$ cat config.mk
export PLATFORM = sky130hd
export DESIGN_NAME = conv_window_ctrl
export DESIGN_NICKNAME = d
export VERILOG_FILES = /design/src/rtl/conv_window_ctrl_pkg.sv /design/src/rtl/conv_window_ctrl_counter.sv /design/src/rtl/conv_window_ctrl.sv
export SDC_FILE = /design/constraint.sdc
export NUM_CORES = 1
export LEC_CHECK = 0
export ABC_CLOCK_PERIOD_IN_PS = 6600
export CAP_MARGIN = 20
export CORE_MARGIN = 5
export CORE_UTILIZATION = 49
export DETAILED_ROUTE_END_ITERATION = 8
export HOLD_SLACK_MARGIN = 0.12
export PLACE_DENSITY = 0.8
export SETUP_SLACK_MARGIN = 0.3
export SLEW_MARGIN = 20
export SYNTH_ARGS = -nofsm -noshare
export SYNTH_HDL_FRONTEND = slang
export SYNTH_HIERARCHICAL = 1
export SYNTH_SLANG_ARGS = --single-unit
$ cat constraint.sdc
create_clock -name clk -period 6.6 [get_ports clk]
set_input_delay 1.98 -clock clk [delete_from_list [all_inputs] [get_ports clk]]
set_output_delay 1.98 -clock clk [all_outputs]
set_load 0.1 [all_outputs]
$ cat src/rtl/conv_window_ctrl_pkg.sv
// Shared state type and default geometry for the 5x5 convolution window sequencer.
// Sits with the network_params constants so every conv block agrees on frame size.
package conv_window_ctrl_pkg;

    // network_params: default feature-map geometry
    localparam int NET_IMG_W = 28;
    localparam int NET_IMG_H = 28;
    localparam int NET_K     = 5;
    localparam int NET_CNT_W = 16;

    typedef enum logic [1:0] {
        ST_IDLE  = 2'd0,
        ST_RUN   = 2'd1,
        ST_DRAIN = 2'd2,
        ST_DONE  = 2'd3
    } win_state_e;

endpackage

$ cat src/rtl/conv_window_ctrl_counter.sv
// Parameterised mod-N counter with enable, synchronous clear and a wrap strobe.
// Used by conv_window_ctrl for the pixel column and row.
module win_mod_counter #(
    parameter int N = 28,
    parameter int W = (N > 1) ? $clog2(N) : 1
) (
    input  logic         clk,
    input  logic         rst,
    input  logic         clr_i,
    input  logic         en_i,
    output logic [W-1:0] cnt_o,
    output logic         wrap_o
);

    localparam logic [W-1:0] LAST = W'(N - 1);

    logic [W-1:0] cnt_q;
    logic [W-1:0] cnt_d;

    always_comb begin
        cnt_d = cnt_q;
        if (clr_i) begin
            cnt_d = '0;
        end else if (en_i) begin
            cnt_d = (cnt_q == LAST) ? '0 : cnt_q + W'(1);
        end
    end

    always_ff @(posedge clk or posedge rst) begin
        if (rst) begin
            cnt_q <= '0;
        end else begin
            cnt_q <= cnt_d;
        end
    end

    // Wrap fires on the enabled step that rolls the count back to zero.
    assign wrap_o = en_i & (cnt_q == LAST) & ~clr_i;
    assign cnt_o  = cnt_q;

endmodule

$ cat src/rtl/conv_window_ctrl.sv
// Sequencer for the image line buffer / KxK window generator and its downstream handshake.
// Optional stall statistics are built only when WIN_CTRL_STATS_EN is defined.
module conv_window_ctrl
    import conv_window_ctrl_pkg::*;
#(
    parameter int IMG_W = NET_IMG_W,
    parameter int IMG_H = NET_IMG_H,
    parameter int K     = NET_K,
    parameter int CNT_W = NET_CNT_W
) (
    input  logic                     clk,
    input  logic                     rst,
    input  logic                     start,
    input  logic                     abort,
    input  logic                     pix_valid,
    output logic                     pix_ready,
    output logic                     shift_en,
    output logic                     win_valid,
    input  logic                     win_ready,
    output logic [$clog2(IMG_H)-1:0] win_row,
    output logic [$clog2(IMG_W)-1:0] win_col,
    output logic                     busy,
    output logic                     frame_done,
    output logic [CNT_W-1:0]         stall_cnt
);

    localparam int RW = $clog2(IMG_H);
    localparam int CW = $clog2(IMG_W);

    win_state_e state_q;
    win_state_e state_d;

    logic [RW-1:0] row;
    logic [CW-1:0] col;
    logic          col_wrap;
    logic          row_wrap;
    logic          frame_start;
    logic          cnt_clr;
    logic          qualify;

    logic          win_valid_q;
    logic          win_valid_d;
    logic [RW-1:0] win_row_q;
    logic [RW-1:0] win_row_d;
    logic [CW-1:0] win_col_q;
    logic [CW-1:0] win_col_d;

    // A new pixel is only taken when the held window is free or leaving this cycle.
    assign pix_ready   = (state_q == ST_RUN) & ~abort & (~win_valid_q | win_ready);
    assign shift_en    = pix_valid & pix_ready;
    assign frame_start = (state_q == ST_IDLE) & start & ~abort;
    assign cnt_clr     = frame_start | abort;

    win_mod_counter #(
        .N (IMG_W),
        .W (CW)
    ) u_col_cnt (
        .clk    (clk),
        .rst    (rst),
        .clr_i  (cnt_clr),
        .en_i   (shift_en),
        .cnt_o  (col),
        .wrap_o (col_wrap)
    );

    win_mod_counter #(
        .N (IMG_H),
        .W (RW)
    ) u_row_cnt (
        .clk    (clk),
        .rst    (rst),
        .clr_i  (cnt_clr),
        .en_i   (shift_en & col_wrap),
        .cnt_o  (row),
        .wrap_o (row_wrap)
    );

    // The window's bottom-right corner is the pixel being shifted in.
    assign qualify = shift_en & (row >= RW'(K - 1)) & (col >= CW'(K - 1));

    always_comb begin
        state_d    = state_q;
        busy       = 1'b0;
        frame_done = 1'b0;
        case (state_q)
            ST_IDLE: begin
                if (start) begin
                    state_d = ST_RUN;
                end
            end
            ST_RUN: begin
                busy = 1'b1;
                if (row_wrap) begin
                    state_d = ST_DRAIN;
                end
            end
            ST_DRAIN: begin
                busy = 1'b1;
                if (~win_valid_q | win_ready) begin
                    state_d = ST_DONE;
                end
            end
            ST_DONE: begin
                frame_done = 1'b1;
                state_d    = ST_IDLE;
            end
            default: state_d = ST_IDLE;
        endcase
        if (abort) begin
            state_d = ST_IDLE;
        end
    end

    always_comb begin
        win_valid_d = win_valid_q;
        win_row_d   = win_row_q;
        win_col_d   = win_col_q;
        if (abort) begin
            win_valid_d = 1'b0;
            win_row_d   = '0;
            win_col_d   = '0;
        end else if (qualify) begin
            win_valid_d = 1'b1;
            win_row_d   = row - RW'(K - 1);
            win_col_d   = col - CW'(K - 1);
        end else if (win_ready) begin
            win_valid_d = 1'b0;
        end
    end

    always_ff @(posedge clk or posedge rst) begin
        if (rst) begin
            state_q     <= ST_IDLE;
            win_valid_q <= 1'b0;
            win_row_q   <= '0;
            win_col_q   <= '0;
        end else begin
            state_q     <= state_d;
            win_valid_q <= win_valid_d;
            win_row_q   <= win_row_d;
            win_col_q   <= win_col_d;
        end
    end

    assign win_valid = win_valid_q;
    assign win_row   = win_row_q;
    assign win_col   = win_col_q;

`ifdef WIN_CTRL_STATS_EN
    function automatic logic [CNT_W-1:0] sat_inc(input logic [CNT_W-1:0] v);
        return (&v) ? v : v + CNT_W'(1);
    endfunction

    logic [CNT_W-1:0] stall_q;
    logic [CNT_W-1:0] stall_d;

    always_comb begin
        stall_d = stall_q;
        if (cnt_clr) begin
            stall_d = '0;
        end else if ((state_q == ST_RUN) & pix_valid & ~pix_ready) begin
            stall_d = sat_inc(stall_q);
        end
    end

    always_ff @(posedge clk or posedge rst) begin
        if (rst) begin
            stall_q <= '0;
        end else begin
            stall_q <= stall_d;
        end
    end

    assign stall_cnt = stall_q;
`else
    assign stall_cnt = '0;
`endif

endmodule

==> metrics, run 1 <==
Ports=37; Worst Hold Depth=2; WP data required=4.62 ns; EDFF count, synth=0; post-synthesis compound-gate area fraction=0.0487; max incr delay on CP=about 0.50 ns; Avg Inst Size Synth=10.3 um2; fin crit share=0.821; initial antenna violation count=0; Port Buffer Count=20; Worst path slowest cell=and4b_1; Max Root-Sink Buffers=2; WHS Endpoint=win_col[4]$_DFFE_PP0P_; Reg2Reg Setup Slack=3.76 ns; R2R depth=12; cts repair resizes=0; GRT overflow=0; cell repeated most along the worst path=buf_4; mapped cell area=1490 um2; final critical-path required period=5.42 ns; Layout Skew=between 0.003 and 0.004 ns; CP Launch Type=primary input; clock transition at the registers of the reported paths=between 0.1 and 0.15 ns; Final Hold Vio Count=0; nature of the critical path endpoint=output port; sequential area share after synthesis=0.387; die extent in x=65.1 um; maxcap violations=0; Syn Inst Count=144; Clk Tree Root Cell=clkbuf_4; RR Endpoint=state_q[1]$_DFFE_PP0P_; total power=roughly 400 uW; Worst Path Buf+Inv=3; die height=65.1 um; largest net degree at the start of global routing=17; DR vias=1003; fin nets=between 150 and 200; status=finished, final reports clean; FF+latch count, synth=23; Slew Viols, Final=0; vias per inst=5.09; Filler cells=270; GPL Wtd Cong=roughly 0.79; clock sinks=23; Final setup viols=0; Initial Util=0.500; CP max FO=16; crit-path leading delay family=buffers and inverters; Primary FF master, synth=dfrtp_1; largest area contributor in the netlist=dfrtp_1; DR iter-0 viols=34; worst rel slew slack=0.322; Hold/Removal Path Class=register to register; Core ar.=2980 um2; n_diodes=0; row cnt=20; Cell Chain, Critical Path=clkdlybuf4s50_1 > buf_4 > and4b_1 > buf_4; CTS tree=done; TritonCTS Buffers=3; Levels on crit path=4; Reg-to-Reg Start=state_q[1]$_DFFE_PP0P_; vias in the first global route=1038; post-CTS setup buffers=0; count leader, synth=dfrtp_1; DRC viols=0; share of cells above drive strength 1=0.116; xor and xnor fraction of the mapped netlist area=0.0294; DR WL/cell=13.8 um; PwrDens=between 200 and 250 nW/um2; top-area cell type share of the netlist area=0.387; Crit Path Category=primary input to output port; first-pass GRT wire length=4.60 mm; largest family of logic cells by synthesized area=simple AND/OR/NAND/NOR gates; leakage=0.000749 uW; synth unique cells=32; Max VDD drop=0.0949 mV; setup tns final=0 ns; Synth area leaders=dfrtp_1, ha_1, buf_4, mux2i_1, mux2_4; Pre-Repair DR Iteration Count=3; hold_sp=win_col[4]$_DFFE_PP0P_; simple-gate share of the synthesized area=0.199; DIE AREA=4240 um2; H-Tree Level Count=1; ys async rst share=1.00; All-Layer GR Usage=0.138; post-synthesis mux area share=0.127; RSZ-0062 raised after global routing=no; Post-CTS Hold Buffers=0; hpwl dp=2.15 mm; Skew-Pair Late Insertion Delay=0.30 ns; top cells by count, synth=dfrtp_1, buf_4, mux2i_1, ha_1, inv_1; FMAX=185 MHz; CP Data Arrival Time=3.44 ns; Worst-Margin Slew=1.01 ns; Routed WL=2.72 mm; Syn. warnings=6; adder-cell share of the synthesized area=0.0840; Synth-to-Final Area Change=12.5%; post-route ant nets=0
-- metal layers --
metal  GRT usage  routed length [um]  vias up
met1       0.157                1100      491
met4      0.0518                  40        0
met3      0.0239                 106        4
met2       0.258                1470       18
li1            -                   -      490
met5           0                   0        -
-- worst min-delay path, cell delays in order, from the launching register on --
cell	delay, ns
dfrtp_1	0.40
nand2b_1	0.07
mux2i_1	0.06
-- area by class of cell --
class	count	area, um2	area share
Multi-Input combinational cell	106	792	0.473
Sequential cell	23	576	0.344
Timing Repair Buffer	21	203	0.121
Tap cell	33	41.3	0.0246
Inverter	10	37.5	0.0224
Clock buffer	4	26.3	0.0157
-- stage by stage --
stage | std cells | instance area, um2 | hold slack (ns) | utilization | setup WS [ns]
2_1_floorplan | 159 | 1550 | 0.542 | - | 1.22
3_3_place_gp | 193 | 1650 | 0.529 | 0.554 | 1.21
3_5_place_dp | 193 | 1650 | 0.535 | 0.554 | 1.18
4_1_cts | 197 | 1680 | 0.558 | 0.563 | 1.18
5_1_grt | 197 | 1680 | 0.591 | 0.563 | 1.11
6_report | 197 | 1680 | 0.553 | 0.563 | 1.18
-- logic make-up after synthesis --
logic type               after synthesis
AO/OA/AOI/OAI                          8
XOR/XNOR                               5
adder cells (fa/ha/maj)               10
buffers and inverters                 30
flip-flops                            23
multiplexers                          17
other                                  1
AND/OR/NAND/NOR                       50
-- cell usage in the layout, fill, tap and decap left out, drive strengths merged, types with 4 or more instances in the layout --
master and count:
a21oi 4, clkbuf 4, clkdlybuf4s50 18, conb 16, dfrtp 23, ha 10, inv 10, mux2 6
mux2i 11, nand2 6, nand2b 7, nand3 6, nor2 9, nor2b 7, xnor2 5
-- state kept, by name, indices dropped and copies added (netlist names) --
signal           flops
u_col_cnt/cnt_o      5
u_row_cnt/cnt_o      5
win_col              5
win_row              5
state_q              2
win_valid            1
-- worst max-delay path by stage --
| stage | startpoint | to | slack (ns) |
|---|---|---|---|
| global route | abort | shift_en | 1.11 |
| floorplan | win_ready | pix_ready | 1.22 |
| global placement | abort | shift_en | 1.21 |
| finish | abort | shift_en | 1.18 |
| CTS | abort | shift_en | 1.18 |
| detailed placement | abort | shift_en | 1.18 |
-- power breakdown --
group          total (uW)  leakage, uW  switching [uW]  internal [uW]
logic                 180     0.000415             140           40.4
clock network        64.8    0.0000150            41.2           23.5
registers             154     0.000320            7.03            147
Power figures use the tool's default switching activity.
==> run 2: changes to the inputs <==
ABC_CLOCK_PERIOD_IN_PS = 4400   (was 6600)
CORE_UTILIZATION = 44   (was 49)
PLACE_DENSITY = 0.75   (was 0.8)
clock period = 4.4 ns   (was 6.6 ns; I/O delays follow)
==> metrics, run 2 (synthesis gave the netlist of run 1 again) <==
status=finished, final reports clean; most common cell after layout, fill and taps aside=dfrtp_1; Skew-Pair Late Insertion Delay=0.31 ns (about the same); Initial Util=0.450 (-0.0503); maxcap violations=0 (unchanged); Core ar.=3310 um2 (+11%); Final Hold Vio Count=0 (unchanged); placed cell area=1700 um2 (+3.3%); Layout Skew=0.00289 ns (-0.000364 ns); DR WL/cell=13.6 um (-1.6%); Hold/Removal Path Class=register to register; hpwl dp=2.21 mm (+3.0%); Pre-Repair DR Iteration Count=4 (+1); vias in the first global route=1038 (unchanged); PwrDens=351 nW/um2 (+48%); initial antenna violation count=0 (unchanged); Max Root-Sink Buffers=2 (unchanged); die height=68.2 um (+4.7%); final instance area=1730 um2 (+3.4%); worst rel slew slack=0.347 (+0.0251); FMAX=about 260 MHz; Place WS=0.513 ns (-0.668 ns); n_diodes=0 (unchanged); largest net degree at the start of global routing=16 (-1); DRC viols=0 (unchanged); die extent in x=68.2 um (+4.7%); setup tns final=0 ns (unchanged); post-route ant nets=0 (unchanged); CP Data Arrival Time=2.51 ns (-0.93 ns); CP max FO=9 (-7); post-CTS setup buffers=0 (unchanged); row cnt=21 (+5.0%); nature of the critical path endpoint=output port; DIE AREA=4650 um2 (+9.6%); most frequent cells in the layout=dfrtp_1, clkdlybuf4s50_1, conb_1, mux2i_1; Clk Tree Root Cell=clkbuf_4; Routed WL=2.88 mm (+5.8%); vias per inst=4.91 (-3.6%); Worst-Margin Slew=0.976 ns (-0.0363 ns); final critical-path required period=3.83 ns; GPL Wtd Cong=0.780 (-1.1%); CTS tree=done; fin crit share=0.870; share of cells above drive strength 1=0.145 (+0.0287); H-Tree Level Count=1 (unchanged); Synth-to-Final Area Change=16.3%; post-layout util=0.523 (-0.0396); Crit Path Category=primary input to output port; Setup WS post-layout=0.572 ns (-0.611 ns); RSZ-0062 raised after global routing=no; first-pass GRT wire length=4.92 mm (+6.9%); DR iter-0 viols=38 (+12%); Port Buffer Count=20 (unchanged); WP data required=3.08 ns (-1.54 ns); cts repair resizes=0 (unchanged); Post-CTS Hold Buffers=0 (unchanged); TritonCTS Buffers=3 (unchanged); CP Launch Type=primary input; DR vias=1040 (+3.7%); GRT overflow=0 (unchanged); All-Layer GR Usage=0.143 (+0.00413); Max VDD drop=0.156 mV (+64%); Final setup viols=0 (unchanged); Slew Viols, Final=0 (unchanged); Ports=37 (unchanged); clock transition at the registers of the reported paths=0.12 ns (about the same); clock sinks=23 (unchanged); fin nets=183 (+1.1%); leakage=0.000770 uW (+2.7%)
## run 2: area by class of cell
type                    count  area, um2
inverters                  10       37.5
multi-input cells         106        793
fillers                   317       1580
well taps                  46       57.6
clock buffers               3       22.5
clock inverters             1       5.00
repair buffers             23        240
flip-flops and latches     23        576
## run 2: critical path: stages
cell             delay, ns
clkdlybuf4s50_1       0.46
nand2b_1              0.12
and4b_2               0.38
buf_12                0.21
## run 2: path summary, 6_finish.rpt
check	start	to	slack [ns]	cells after the start
worst max-delay path	win_ready	shift_en	0.57	4
worst min-delay path	win_col[4]$_DFFE_PP0P_	win_col[4]$_DFFE_PP0P_	0.55	2
worst max register to register	state_q[1]$_DFFE_PP0P_	state_q[1]$_DFFE_PP0P_	1.72	12
worst min register to register	win_col[4]$_DFFE_PP0P_	win_col[4]$_DFFE_PP0P_	0.55	2
max in group asynchronous	rst	win_col[2]$_DFFE_PP0P_	2.63	2
min in group asynchronous	rst	u_col_cnt/cnt_o[1]$_DFFE_PP0P_	1.25	2
## run 2: through the flow
step                      hold slack [ns]  cells  total power [uW]
after global placement              0.526    208               506
after floorplan                     0.542    159               472
after global routing                0.589    212               639
final                               0.552    212               608
after CTS                           0.558    212               615
after detailed placement            0.538    208               514
## run 2: report_power, final
part / total, uW / internal (uW) / switching (uW)
Clock: 98.6 / 34.0 / 64.6
Combinational: 280 / 67.6 / 213
Sequential: 229 / 220 / 9.48
Total: 608 / 321 / 287
## run 2: routing by layer
metal  share of wire  routed length (um)  GRT usage
met1            0.47                1350      0.183
met2            0.47                1360      0.237
met3           0.052                 150     0.0279
met4          0.0080                  23     0.0521
met5               0                   0          0
==> run 3: changes to the inputs <==
GPL_ROUTABILITY_DRIVEN = 0   (was default)
==> results of run 3 <==
Same layout as run 2: the final DEF is identical, and so are final timing and power.
